### config.mk
export PLATFORM = sky130hd
export DESIGN_NAME = wb_regfile
export DESIGN_NICKNAME = d
export VERILOG_FILES = /design/src/rtl/wb_regfile.sv
export SDC_FILE = /design/constraint.sdc
export NUM_CORES = 1
export LEC_CHECK = 0
export ABC_CLOCK_PERIOD_IN_PS = 5900
export BUFFER_PORTS_ARGS = -buffer_cell sky130_fd_sc_hd__buf_4
export CAP_MARGIN = 25
export CORE_UTILIZATION = 54
export CTS_BUF_LIST = sky130_fd_sc_hd__clkbuf_4 sky130_fd_sc_hd__clkbuf_8
export CTS_CLUSTER_SIZE = 14
export DETAILED_ROUTE_END_ITERATION = 8
export PLACE_DENSITY = 0.76
export SLEW_MARGIN = 20
export SYNTH_ARGS = -nofsm -noshare
export SYNTH_HDL_FRONTEND = slang
export SYNTH_SLANG_ARGS = --single-unit
### constraint.sdc
create_clock -name clk -period 5.9 [get_ports clk]
set_input_delay 0.295 -clock clk [delete_from_list [all_inputs] [get_ports clk]]
set_output_delay 0.295 -clock clk [all_outputs]
set_load 0.05 [all_outputs]
### src/rtl/wb_regfile.sv
// Write-back stage and register file: selects the write-back source, commits it to the register
// file, and counts committed writes. Define WB_REGFILE_BYPASS_EN for same-cycle read bypass.
module wb_regfile #(
  parameter int unsigned DATA_W   = 16,
  parameter int unsigned NUM_REGS = 8
) (
  input  logic              clk,
  input  logic              rst,
  input  logic              en,
  input  logic              mem_to_reg_is,
  input  logic              reg_w_en_is,
  input  logic [2:0]        w_reg_is,
  input  logic [DATA_W-1:0] ALU_out_is,
  input  logic [DATA_W-1:0] mem_out_is,
  input  logic [2:0]        r1_sel,
  input  logic [2:0]        r2_sel,
  output logic [DATA_W-1:0] r1_data,
  output logic [DATA_W-1:0] r2_data,
  output logic [DATA_W-1:0] wb_data,
  output logic              wb_w_en,
  output logic [15:0]       wr_count
);

  logic [DATA_W-1:0] regs_q [NUM_REGS];
  logic [15:0]       wr_count_q;
  logic [DATA_W-1:0] r1_stored;
  logic [DATA_W-1:0] r2_stored;

  assign wb_data  = mem_to_reg_is ? mem_out_is : ALU_out_is;
  // Reset also gates the strobe so forwarding logic never sees a write that will be discarded.
  assign wb_w_en  = reg_w_en_is & en & ~rst;
  assign wr_count = wr_count_q;

  always_ff @(posedge clk or posedge rst) begin
    if (rst) begin
      for (int i = 0; i < NUM_REGS; i++) begin
        regs_q[i] <= '0;
      end
      wr_count_q <= '0;
    end else if (wb_w_en) begin
      for (int i = 0; i < NUM_REGS; i++) begin
        if (w_reg_is == 3'(i)) begin
          regs_q[i] <= wb_data;
        end
      end
      wr_count_q <= wr_count_q + 16'd1;
    end
  end

  always_comb begin
    r1_stored = '0;
    r2_stored = '0;
    for (int i = 0; i < NUM_REGS; i++) begin
      if (r1_sel == 3'(i)) begin
        r1_stored = regs_q[i];
      end
      if (r2_sel == 3'(i)) begin
        r2_stored = regs_q[i];
      end
    end
  end

  always_comb begin
    r1_data = r1_stored;
    r2_data = r2_stored;
`ifdef WB_REGFILE_BYPASS_EN
    // Write-before-read: a reader of the register being written sees the new value now.
    if (wb_w_en && (r1_sel == w_reg_is)) begin
      r1_data = wb_data;
    end
    if (wb_w_en && (r2_sel == w_reg_is)) begin
      r2_data = wb_data;
    end
`else
    r1_data = r1_stored;
    r2_data = r2_stored;
`endif
  end

endmodule

# After elaboration in Yosys (flattened, before gate mapping)

Index checks and enable logic that the tools add are counted.

Logic and storage cells: 62
Register bits: 144
Output and inout bits: 65

Equal/unequal tests: 21
Mux-type cells: 17
Reductions and logical operators: 11
Add/sub/neg operators: 1
Bitwise logic cells: 3

Operators with widths:

| cell                  | count |
|---|---|
| $mux 16               | 17 |
| $eq 3x3->1 const B    | 12 |
| $eq 3x2->1 const B    | 6 |
| $add 16x1->16 const B | 1 |
| $reduce_and 2->1      | 8 |
| $eq 3x1->1 const B    | 3 |
| $logic_not 3->1       | 3 |
| $and 1x1->1           | 2 |
| $not 1->1             | 1 |

# Logic depth before layout (Yosys ltp)

Gate-level depths: netlist (run 1).

Depth in word-level cells: 9
Mapped depth: 7
Gate-level depth less buffers: 5

# Least setup slack after synthesis (run 1)

Ideal clock, no wire load.

Path type: input-to-output
From: in r1_sel[1]
To: out r1_data[15]
Data arrival time: 2.169 ns
Path slack: 3.436 ns
Stages on the path: 5
Path buffers: 2
Data required time: 5.605 ns
Cell sequence: buf_2 nor2b_1 clkbuf_1 a21oi_1 o21ai_0

Longest elaborated chain between the ends: 9

Ends and longest elaborated chain:

| item                 | RTL line | text |
|---|---|---|
| start, declared      | 15       | `input logic [2:0] r1_sel,` |
| $logic_not 3->1      | 54       | `if (r1_sel == 3'(i)) begin` |
| $mux 16 (7 in a row) | 54       |  |
| $mux 16 (*)          | 54       |  |
| end, declared        | 17       | `output logic [DATA_W-1:0] r1_data,` |

Every way passes the cells marked *; elsewhere a longest branch is shown, timed or not.

# Final worst setup path (run 1)

From: in r1_sel[0]
To: out r1_data[5]

Same word-level chain as after synthesis.

==> results.toml, run 1 <==
[run_status]
run_status = "finished, final reports clean"

[cts]
h_tree_depth_reported_by_cts = 4
path_clk_slew_ns = 0.08
clock_sinks = 144
cts_hold_repair.buffers = 1
clk_latency_ns = 0.46
cts_tree = "yes"
cts-buffers-inserted = 17
post_cts_resize_count = 0
max-clock-path-buffers = 2
postCtsSetupBuffers = 0
clk_root_buffer_cell = "sky130_fd_sc_hd__clkbuf_8"

[global_route]
number_of_antenna_violations_at_the_first_check_in_global_routing = 0
track_usage = 0.302
grt_pass1_wl_um = 34400
grt.overflow.total = 0
first_global_vias = 6573
grt_start_max_net_pins = 78

[pwr]
power_report.internal_total_mw = 1.96
leakagePower_nw = 4.30
ir_worst_vdd_mv = 0.205
p_sw_frac = 0.360
power_frac_comb = 0.291
p_seq_frac = 0.446
total_switching_power_mw = 1.10
power_density_mw_per_mm2 = 333
clockPowerShare = 0.263

[job]
max_cap_violations = 0

[sta]
rsz0062_at_grt = "no"
maxClockFrequency_mhz = 360
fin_tns_setup_ns = 0
finalSetupViolations = 0
period_needed_ns = 2.78
report.final.hold_viol_count = 0
worstMarginPinSlew_ns = 0.933
maxSlewViolCount = 0
final.period_utilization = 0.471
timing.clock.skew_ns = 0.00494
hold-worst-slack_ns = 0.208
max-slew-margin-rel = 0.375

[routing]
vias = 6952
drt-vias-per-instance = 6.17
drtIter0Drc = 709
wire_per_inst_um = 19.1
route.detailed.drc = 0
antenna_left = 0
first_pass_iters = 5
routed_wl_um = 21500

[cells_and_area]
fill_cells = 1206
antenna-diode-count = 0
synthToLayoutAreaGrowth_pct = 16.4
area_occupied_by_multi_input_gates_mm2 = 0.00392
regArea_mm2 = 0.00360
drive_above_1_share = 0.201
layout.nets = 980

[critical_path]
worst_ep_required_time_ns = 5.61
crit_path_end_kind = "output port"
cp.arrival_ns = 2.49
critical_path.max_fanout = 60
cp-start-kind = "input pin"
worst-setup-path-type = "in2out"

[synthesis]
count_of_flip_flops_with_a_built_in_enable_after_synthesis = 0
yosys_warnings = 0
ys_types = 42
netlist_instances = 864
synth_top_area_cell = "sky130_fd_sc_hd__dfrtp_1"
syn-cell-area_mm2 = 0.00790
avgSynthCellArea_um2 = 9.14
postSynth.asyncResetShare = 1.00
synth-main-ff-cell = "sky130_fd_sc_hd__dfrtp_1"
yosysMostFrequentCell = "sky130_fd_sc_hd__nand2_1"
yosys_register_bits = 144
synth_sequential_area_ratio = 0.456
synth_top_cells_by_area = "sky130_fd_sc_hd__dfrtp_1 (46%), sky130_fd_sc_hd__mux2i_1 (9.8%), sky130_fd_sc_hd__nand2_1 (7.0%)"
synth_fp_nets = 911
yosys.area.top_type_share = 0.456
synth_top_cells_by_count = "sky130_fd_sc_hd__nand2_1 (148), sky130_fd_sc_hd__dfrtp_1 (144), sky130_fd_sc_hd__mux2i_1 (77), sky130_fd_sc_hd__a21oi_1 (76), sky130_fd_sc_hd__nor2_1 (54)"

[die]
die_w_um = 123
top_level_ports = 111
floorplan.die.height_um = 123
floorplan.rows = 43
coreArea_mm2 = 0.0141
floorplan.initialDensity = 0.560
floorplan.die_area_mm2 = 0.0151

[placement]
detailed_place_hpwl_um = 12800
buffer_ports.inserted = 110
gpl.final_weighted_congestion = 0.804

[hold_path]
worst_hold_path_type = "in2reg"
[layout make-up]
type | instances | share of cell area
clock inverters | 9 | 0.0116
well taps | 180 | 0.0245
flip-flops and latches | 144 | 0.392
repair buffers | 124 | 0.105
inverters | 18 | 0.00789
multi-input cells | 628 | 0.426
clock buffers | 23 | 0.0331
[path summary, 6_finish.rpt]
path                                    from           end  slack (ns)  depth (start not counted)
worst min register to register  wr_count[15]  wr_count[15]        0.48                          1
worst min-delay path             w_reg_is[1]    regs_q[46]        0.21                          4
worst max register to register   wr_count[0]  wr_count[12]        4.24                          5
worst max-delay path               r1_sel[0]    r1_data[5]        3.12                          6
min in group asynchronous                rst   wr_count[2]        0.51                          3
max in group asynchronous                rst   regs_q[103]        4.30                          5
[logic make-up (layout without fill, tap and decap cells)]
group	count (synthesis)	after routing	share of synthesized area
AND/OR/NAND/NOR	251	251	0.141
adder cells (fa/ha/maj)	1	1	0.00158
buffers and inverters	92	174	0.0501
XOR/XNOR	15	15	0.0176
flip-flops	144	144	0.456
AO/OA/AOI/OAI	276	276	0.219
multiplexers	85	85	0.115
[state kept, by name (all words and copies together), names as in the netlist]
| signal | cells |
|---|---|
| wr_count | 16 |
| regs_q | 128 |
[power by group through the flow]
stage	logic (mW)	clock network [mW]	registers, mW
after global placement	0.867	0	1.37
after floorplan	0.631	0	1.38
after CTS	0.890	0.817	1.36
after detailed placement	0.884	0	1.38
after global routing	0.973	0.855	1.39
final	0.891	0.806	1.37
[critical path, stage by stage]
cell	delay, ns
sky130_fd_sc_hd__buf_4	0.62
sky130_fd_sc_hd__nor2b_2	0.90
sky130_fd_sc_hd__nand2_1	0.11
sky130_fd_sc_hd__a21oi_1	0.17
sky130_fd_sc_hd__o31a_1	0.17
sky130_fd_sc_hd__buf_4	0.20
[metrics by stage]
step	power (mW)	setup WS (ns)	utilization	instances	cell area, um^2
2_1_floorplan	2.02	1.74	-	864	7900
3_3_place_gp	2.24	3.21	0.619	1091	8730
3_5_place_dp	2.26	3.18	0.619	1091	8730
4_1_cts	3.07	3.18	0.649	1124	9150
5_1_grt	3.22	2.94	0.652	1126	9190
6_report	3.06	3.12	0.652	1126	9190
[layout by cell type, fill, tap and decap left out, drive strengths merged, types with 6 or more instances in the layout]
master | Yosys | layout
o21ai | 97 | 97
a21oi | 76 | 76
nand3 | 9 | 9
nor2b | 7 | 7
buf | 37 | 123
dfrtp | 144 | 144
inv | 18 | 18
a22oi | 30 | 30
o31a | 29 | 29
mux2i | 77 | 77
a221oi | 29 | 29
nor2 | 54 | 54
nand2 | 148 | 148
clkbuf | 37 | 23
a2bb2oi | 15 | 15
xnor2 | 9 | 9
xor2 | 6 | 6
or2 | 14 | 14
[routing by layer]
metal  wire length [um]  up-vias  GRT usage  share of wire
li1                   -     3218          -              -
met1               9120     3398      0.407           0.42
met2              10500      288      0.493           0.49
met3               1480       48     0.0623          0.069
met4                422        0     0.0831          0.020
met5                  0        -          0              0
Power figures use the tool's default switching activity.
==> run 2, diff against run 1 <==
Settings changed: ABC_AREA from default to 1, ABC_CLOCK_PERIOD_IN_PS 5900 to 2830, PLACE_DENSITY 0.76 to 0.75.
Clock period 5.9 ns to 2.83 ns, I/O delays scaled along.
==> run 2 against run 1 <==
Via count increased by 11%. Sequential power increased by 110%. Synthesized cell count increased by 14%. Register-to-register slack got worse by 3.0 ns. Critical path depth increased by 1. Clock skew decreased by 0.0019 ns. Routed wire length increased by 16%. Combinational power increased by 110%. Largest cell class unchanged. Clock power increased by 130%. Largest power group unchanged. Flip-flop and latch count unchanged. Core utilization decreased by 0.55 points.
==> results.toml, run 2 <==
[synthesis]
synth_top_cells_by_area = "sky130_fd_sc_hd__dfrtp_1 (43%), sky130_fd_sc_hd__nand2_1 (12%), sky130_fd_sc_hd__nand4_1 (12%)"
count_of_flip_flops_with_a_built_in_enable_after_synthesis = 0
yosys.area.top_type_share = 0.435
synth_top_area_cell = "sky130_fd_sc_hd__dfrtp_1"
postSynth.asyncResetShare = 1.00
avgSynthCellArea_um2 = 8.40
yosys_register_bits = 144
yosys_warnings = 0
ys_types = 34
syn-cell-area_mm2 = 0.00829
netlist_instances = 987
synth_fp_nets = 1034
synth_sequential_area_ratio = 0.435
synth_top_cells_by_count = "sky130_fd_sc_hd__nand2_1 (276), sky130_fd_sc_hd__nand4_1 (162), sky130_fd_sc_hd__dfrtp_1 (144), sky130_fd_sc_hd__nor2_1 (75), sky130_fd_sc_hd__o21ai_1 (59)"
synth-main-ff-cell = "sky130_fd_sc_hd__dfrtp_1"
yosysMostFrequentCell = "sky130_fd_sc_hd__nand2_1"

[cts]
postCtsSetupBuffers = 0
clock_sinks = 144
clk_root_buffer_cell = "sky130_fd_sc_hd__clkbuf_8"
cts-buffers-inserted = 17
path_clk_slew_ns = 0.08
clk_latency_ns = 0.48
cts_tree = "yes"
max-clock-path-buffers = 2
h_tree_depth_reported_by_cts = 4

[sta]
hold-worst-slack_ns = 0.0255
maxClockFrequency_mhz = 385
rsz0062_at_grt = "no"
worstMarginPinSlew_ns = 0.912
report.final.hold_viol_count = 0
timing.clock.skew_ns = 0.00303
max-slew-margin-rel = 0.392
finalSetupViolations = 0
fin_tns_setup_ns = 0
period_needed_ns = 2.60
final.period_utilization = 0.918
maxSlewViolCount = 0

[placement]
buffer_ports.inserted = 110
place.detailed.instances = 1229
gpl.final_weighted_congestion = 0.886
detailed_place_hpwl_um = 16200

[routing]
routed_wl_um = 24900
antenna_left = 0
route.detailed.drc = 0
first_pass_iters = 8
drtIter0Drc = 895
wire_per_inst_um = 19.7
vias = 7719
drt-vias-per-instance = 6.11

[critical_path]
worst_ep_required_time_ns = 2.69
crit_path_end_kind = "output port"
cp.arrival_ns = 2.46
slack_of_the_worst_reg_to_reg_path_ns = 1.21
cp-start-kind = "input pin"
worst-setup-path-type = "in2out"
critical_path.max_fanout = 35

[cells_and_area]
mostFrequentLayoutCell = "sky130_fd_sc_hd__nand2_1"
register_with_the_most_flip_flops = "regs_q"
layout.nets = 1113
synthToLayoutAreaGrowth_pct = 15.0
drive_above_1_share = 0.234
layout_common_cells = "sky130_fd_sc_hd__nand2_1 (276), sky130_fd_sc_hd__nand4_1 (162), sky130_fd_sc_hd__dfrtp_1 (144)"
antenna-diode-count = 0
finish.cell_count_without_fillers = 1263
final_util = 0.647
largest_reg_flops = 128

[global_route]
number_of_antenna_violations_at_the_first_check_in_global_routing = 0
track_usage = 0.327
first_global_vias = 7124
grt.overflow.total = 0
grt_pass1_wl_um = 39400
grt_start_max_net_pins = 82

[die]
top_level_ports = 111
floorplan.initialDensity = 0.562
floorplan.die_area_mm2 = 0.0159
die_w_um = 126
coreArea_mm2 = 0.0148
floorplan.rows = 44
floorplan.die.height_um = 126

[run_status]
run_status = "finished, final reports clean"

[hold_path]
worst_hold_path_type = "in2reg"

[job]
max_cap_violations = 0

[pwr]
leakagePower_nw = 4.51
power_density_mw_per_mm2 = 688
ir_worst_vdd_mv = 0.661
==> run 2: worst max-delay path, cell delays in order <==
cell                      delay [ns]
sky130_fd_sc_hd__buf_4          0.23
sky130_fd_sc_hd__nor2_2         0.67
sky130_fd_sc_hd__nand2_1        0.75
sky130_fd_sc_hd__nor2_1         0.25
sky130_fd_sc_hd__nor2_1         0.07
sky130_fd_sc_hd__nand4_1        0.11
sky130_fd_sc_hd__buf_4          0.22
==> run 2: area by class of cell <==
cell class | count | area (um^2)
multi-input cells | 735 | 4130
clock inverters | 9 | 154
inverters | 41 | 159
flip-flops and latches | 144 | 3600
well taps | 184 | 230
fillers | 1301 | 5210
clock buffers | 23 | 298
repair buffers | 127 | 962
==> run 2: final timing paths <==
path | start | end | cells past startpoint
setup / recovery | r1_sel[0] | r1_data[14] | 7
hold / removal | en | wr_count[0] | 3
setup reg to reg | wr_count[0] | wr_count[8] | 6
hold reg to reg | wr_count[15] | wr_count[15] | 2
max in group asynchronous | rst | regs_q[4] | 4
min in group asynchronous | rst | wr_count[6] | 3
==> run 2: metrics by stage <==
| step | power, mW | setup WS (ns) | instance area [um^2] |
|---|---|---|---|
| after floorplan | 4.10 | 0.486 | 8300 |
| after global placement | 4.66 | 0.361 | 9060 |
| after detailed placement | 4.70 | 0.383 | 9060 |
| after CTS | 6.55 | 0.324 | 9540 |
| after global routing | 6.84 | 0.114 | 9540 |
| final | 6.56 | 0.231 | 9540 |
==> run 2: what timing repair did <==
| action | 4_1_cts | 5_1_grt |
|---|---|---|
| setup endpoints to repair | 0 | 0 |
| hold endpoints to repair | 64 | 0 |
| resized for setup | 0 | 0 |
| hold buffers | 2 | 0 |
==> run 2: metal layers <==
| layer | part of all wire | routed length (um) | vias to the layer above | global-route usage |
|---|---|---|---|---|
| met4 | 0.021 | 528 | 0 | 0.130 |
| met3 | 0.090 | 2260 | 54 | 0.0782 |
| met1 | 0.43 | 10700 | 3657 | 0.452 |
| met5 | 0 | 0 | - | 0 |
| li1 | - | - | 3590 | - |
| met2 | 0.46 | 11400 | 418 | 0.496 |
==> run 2: kinds of logic after synthesis <==
kind of cell,synth area share
and+or+nand+nor,0.338
DFF,0.435
buffers and inverters,0.0670
AOI/OAI and AO/OA,0.0493
muxes,0.100
xor gates and xnor gates,0.00950
adders and majority gates,0.00151
==> run 2: report_power, final <==
| group | internal [mW] | total (mW) | leakage [nW] | switching, mW |
|---|---|---|---|---|
| sequential | 2.47 | 2.82 | 1.80 | 0.354 |
| combinational | 0.644 | 1.87 | 2.48 | 1.22 |
| clock | 1.06 | 1.87 | 0.227 | 0.810 |
| total | 4.17 | 6.56 | 4.51 | 2.39 |
==> run 3, diff against run 2 <==
Settings changed: BUFFER_PORTS_ARGS -buffer_cell sky130_fd_sc_hd__buf_4 to -buffer_cell sky130_fd_sc_hd__buf_2, CAP_MARGIN 25 to default.
==> run 3 against run 2 <==
Register-to-register slack gained 0.04 ns. Global-route usage rose by 0.12 points. Routed wire length decreased by 0.33%. Power is 6.9% lower. Non-clock buffer count rose by 4. Setup slack gained 0.32 ns. Clock power fell by 18%. Sequential power about the same. Flip-flop and latch count did not move. Combinational power shrank 6%. Critical endpoint is now r2_data[14].
==> results.toml, run 3 (synthesis results as in run 2) <==
[pwr]
power_density_mw_per_mm2 = 663
ir_worst_vdd_mv = 0.494
leakagePower_nw = 4.42
total_power_mw = 6.11

[placement]
buffer_ports.inserted = 110
gpl.final_weighted_congestion = 0.879
detailed_place_hpwl_um = 15800
placed_area_mm2 = 0.00885

[critical_path]
crit_slowest_cell = "sky130_fd_sc_hd__buf_2"
most_prevalent_standard_cell_on_the_critical_path = "sky130_fd_sc_hd__buf_2"
crit_path_end_kind = "output port"
cp.arrival_ns = 2.14
worst_ep_required_time_ns = 2.69
crit_path_max_incr_delay_ns = 0.56
crit_family = "buffers and inverters"
crit_chain = "buf_2, inv_2, nor3_2, buf_4, nand2_1, nand4_1, buf_2"
crit_buf_inv = 4
worst-setup-path-type = "in2out"
cp-start-kind = "input pin"
critical_path.max_fanout = 35

[sta]
timing.clock.skew_ns = 0.00588
finalSetupViolations = 0
maxClockFrequency_mhz = 438
final.period_utilization = 0.807
max-slew-margin-rel = 0.381
worstMarginPinSlew_ns = 0.928
period_needed_ns = 2.28
fin_tns_setup_ns = 0
report.final.hold_viol_count = 0
rsz0062_at_grt = "no"
maxSlewViolCount = 0

[die]
coreArea_mm2 = 0.0148
floorplan.die.height_um = 126
floorplan.initialDensity = 0.562
floorplan.rows = 44
top_level_ports = 111
die_w_um = 126
floorplan.die_area_mm2 = 0.0159

[global_route]
grt_pass1_wl_um = 40000
grt_start_max_net_pins = 145
number_of_antenna_violations_at_the_first_check_in_global_routing = 0
track_usage = 0.328
first_global_vias = 7408
grt.overflow.total = 0

[cts]
clk_latency_ns = 0.47
h_tree_depth_reported_by_cts = 4
clk_root_buffer_cell = "sky130_fd_sc_hd__clkbuf_8"
cts-buffers-inserted = 17
path_clk_slew_ns = 0.07
cts_tree = "yes"
clock_sinks = 144
max-clock-path-buffers = 2

[job]
max_cap_violations = 0

[cells_and_area]
mostFrequentLayoutCell = "sky130_fd_sc_hd__nand2_1"
largest_reg_flops = 128
fill_cells = 1296
drive_above_1_share = 0.238
antenna-diode-count = 0
register_with_the_most_flip_flops = "regs_q"
synthToLayoutAreaGrowth_pct = 11.1
layout_common_cells = "sky130_fd_sc_hd__nand2_1 (276), sky130_fd_sc_hd__nand4_1 (162), sky130_fd_sc_hd__dfrtp_1 (144)"
design_area_mm2 = 0.00922
layout.nets = 1117

[routing]
metal2_wl_um = 10900
drtIter0Drc = 906
sum_of_met3_wire_segment_lengths_after_detailed_routing_um = 2560
routed_wl_um = 24800
wire_per_inst_um = 19.6
first_pass_iters = 6
wire_length_on_met1_um = 10300
antenna_left = 0
route.detailed.drc = 0
vias = 7804
drt-vias-per-instance = 6.16
routed.top_layer = "met4"

[run_status]
run_status = "finished, final reports clean"

[hold_path]
worst_hold_path_type = "in2reg"
run 3: cell types whose count changed in the layout (fill, tap and decap cells not counted), sizes merged:
cell         change
clkbuf           -2
clkinvlp         +1
dlygate4sd3      -1
clkinv           +3
buf              +5
bufinv           -3
run 3: final cells by class:
| type | instances | area (um^2) | area share |
|---|---|---|---|
| multi-input combinational | 735 | 4130 | 0.449 |
| sequential | 144 | 3600 | 0.391 |
| timing repair buffer | 131 | 736 | 0.0798 |
| clock buffer | 21 | 264 | 0.0286 |
| tap | 184 | 230 | 0.0250 |
| inverter | 41 | 159 | 0.0172 |
| clock inverter | 10 | 90.1 | 0.00977 |
run 3: metrics by stage:
stage          worst slack (ns)  std cells  utilization  hold WS, ns
2_1_floorplan             0.486        987            -        0.352
3_3_place_gp              0.679       1234        0.600        0.455
3_5_place_dp              0.647       1234        0.600        0.464
4_1_cts                   0.634       1266        0.625       0.0195
5_1_grt                   0.453       1266        0.625       0.0408
6_report                  0.547       1266        0.625       0.0359
run 3: path summary, 6_finish.rpt:
check | cells past startpoint | slack [ns] | from | to
setup / recovery | 7 | 0.55 | r2_sel[1] | r2_data[14]
hold / removal | 3 | 0.04 | reg_w_en_is | wr_count[0]
setup reg to reg | 6 | 1.25 | wr_count[0] | wr_count[8]
hold reg to reg | 2 | 0.51 | wr_count[15] | wr_count[15]
max in group asynchronous | 4 | 1.77 | rst | regs_q[2]
min in group asynchronous | 4 | 0.47 | rst | regs_q[13]
run 3: where the power goes:
group	internal (mW)	switching (mW)	leakage, nW
Combinational	0.545	1.21	2.43
Sequential	2.47	0.350	1.80
Clock	0.724	0.808	0.179
run 3: repair_timing:
item,4_1_cts,5_1_grt
setup buffers,0,0
hold buffers,1,0
endpoints found under the hold margin,144,0
resized for setup,0,0
run 3: worst min-delay path, delay by kind of cell:
kind          cells  cell delay, ns
simple gates      1            0.13
buf+inv           1            0.11
xor+xnor          1            0.08
run 3: metal layers:
metal,GRT usage,vias to the layer above
li1,-,3582
met1,0.442,3696
met2,0.486,435
met3,0.0960,91
met4,0.157,0
met5,0,-
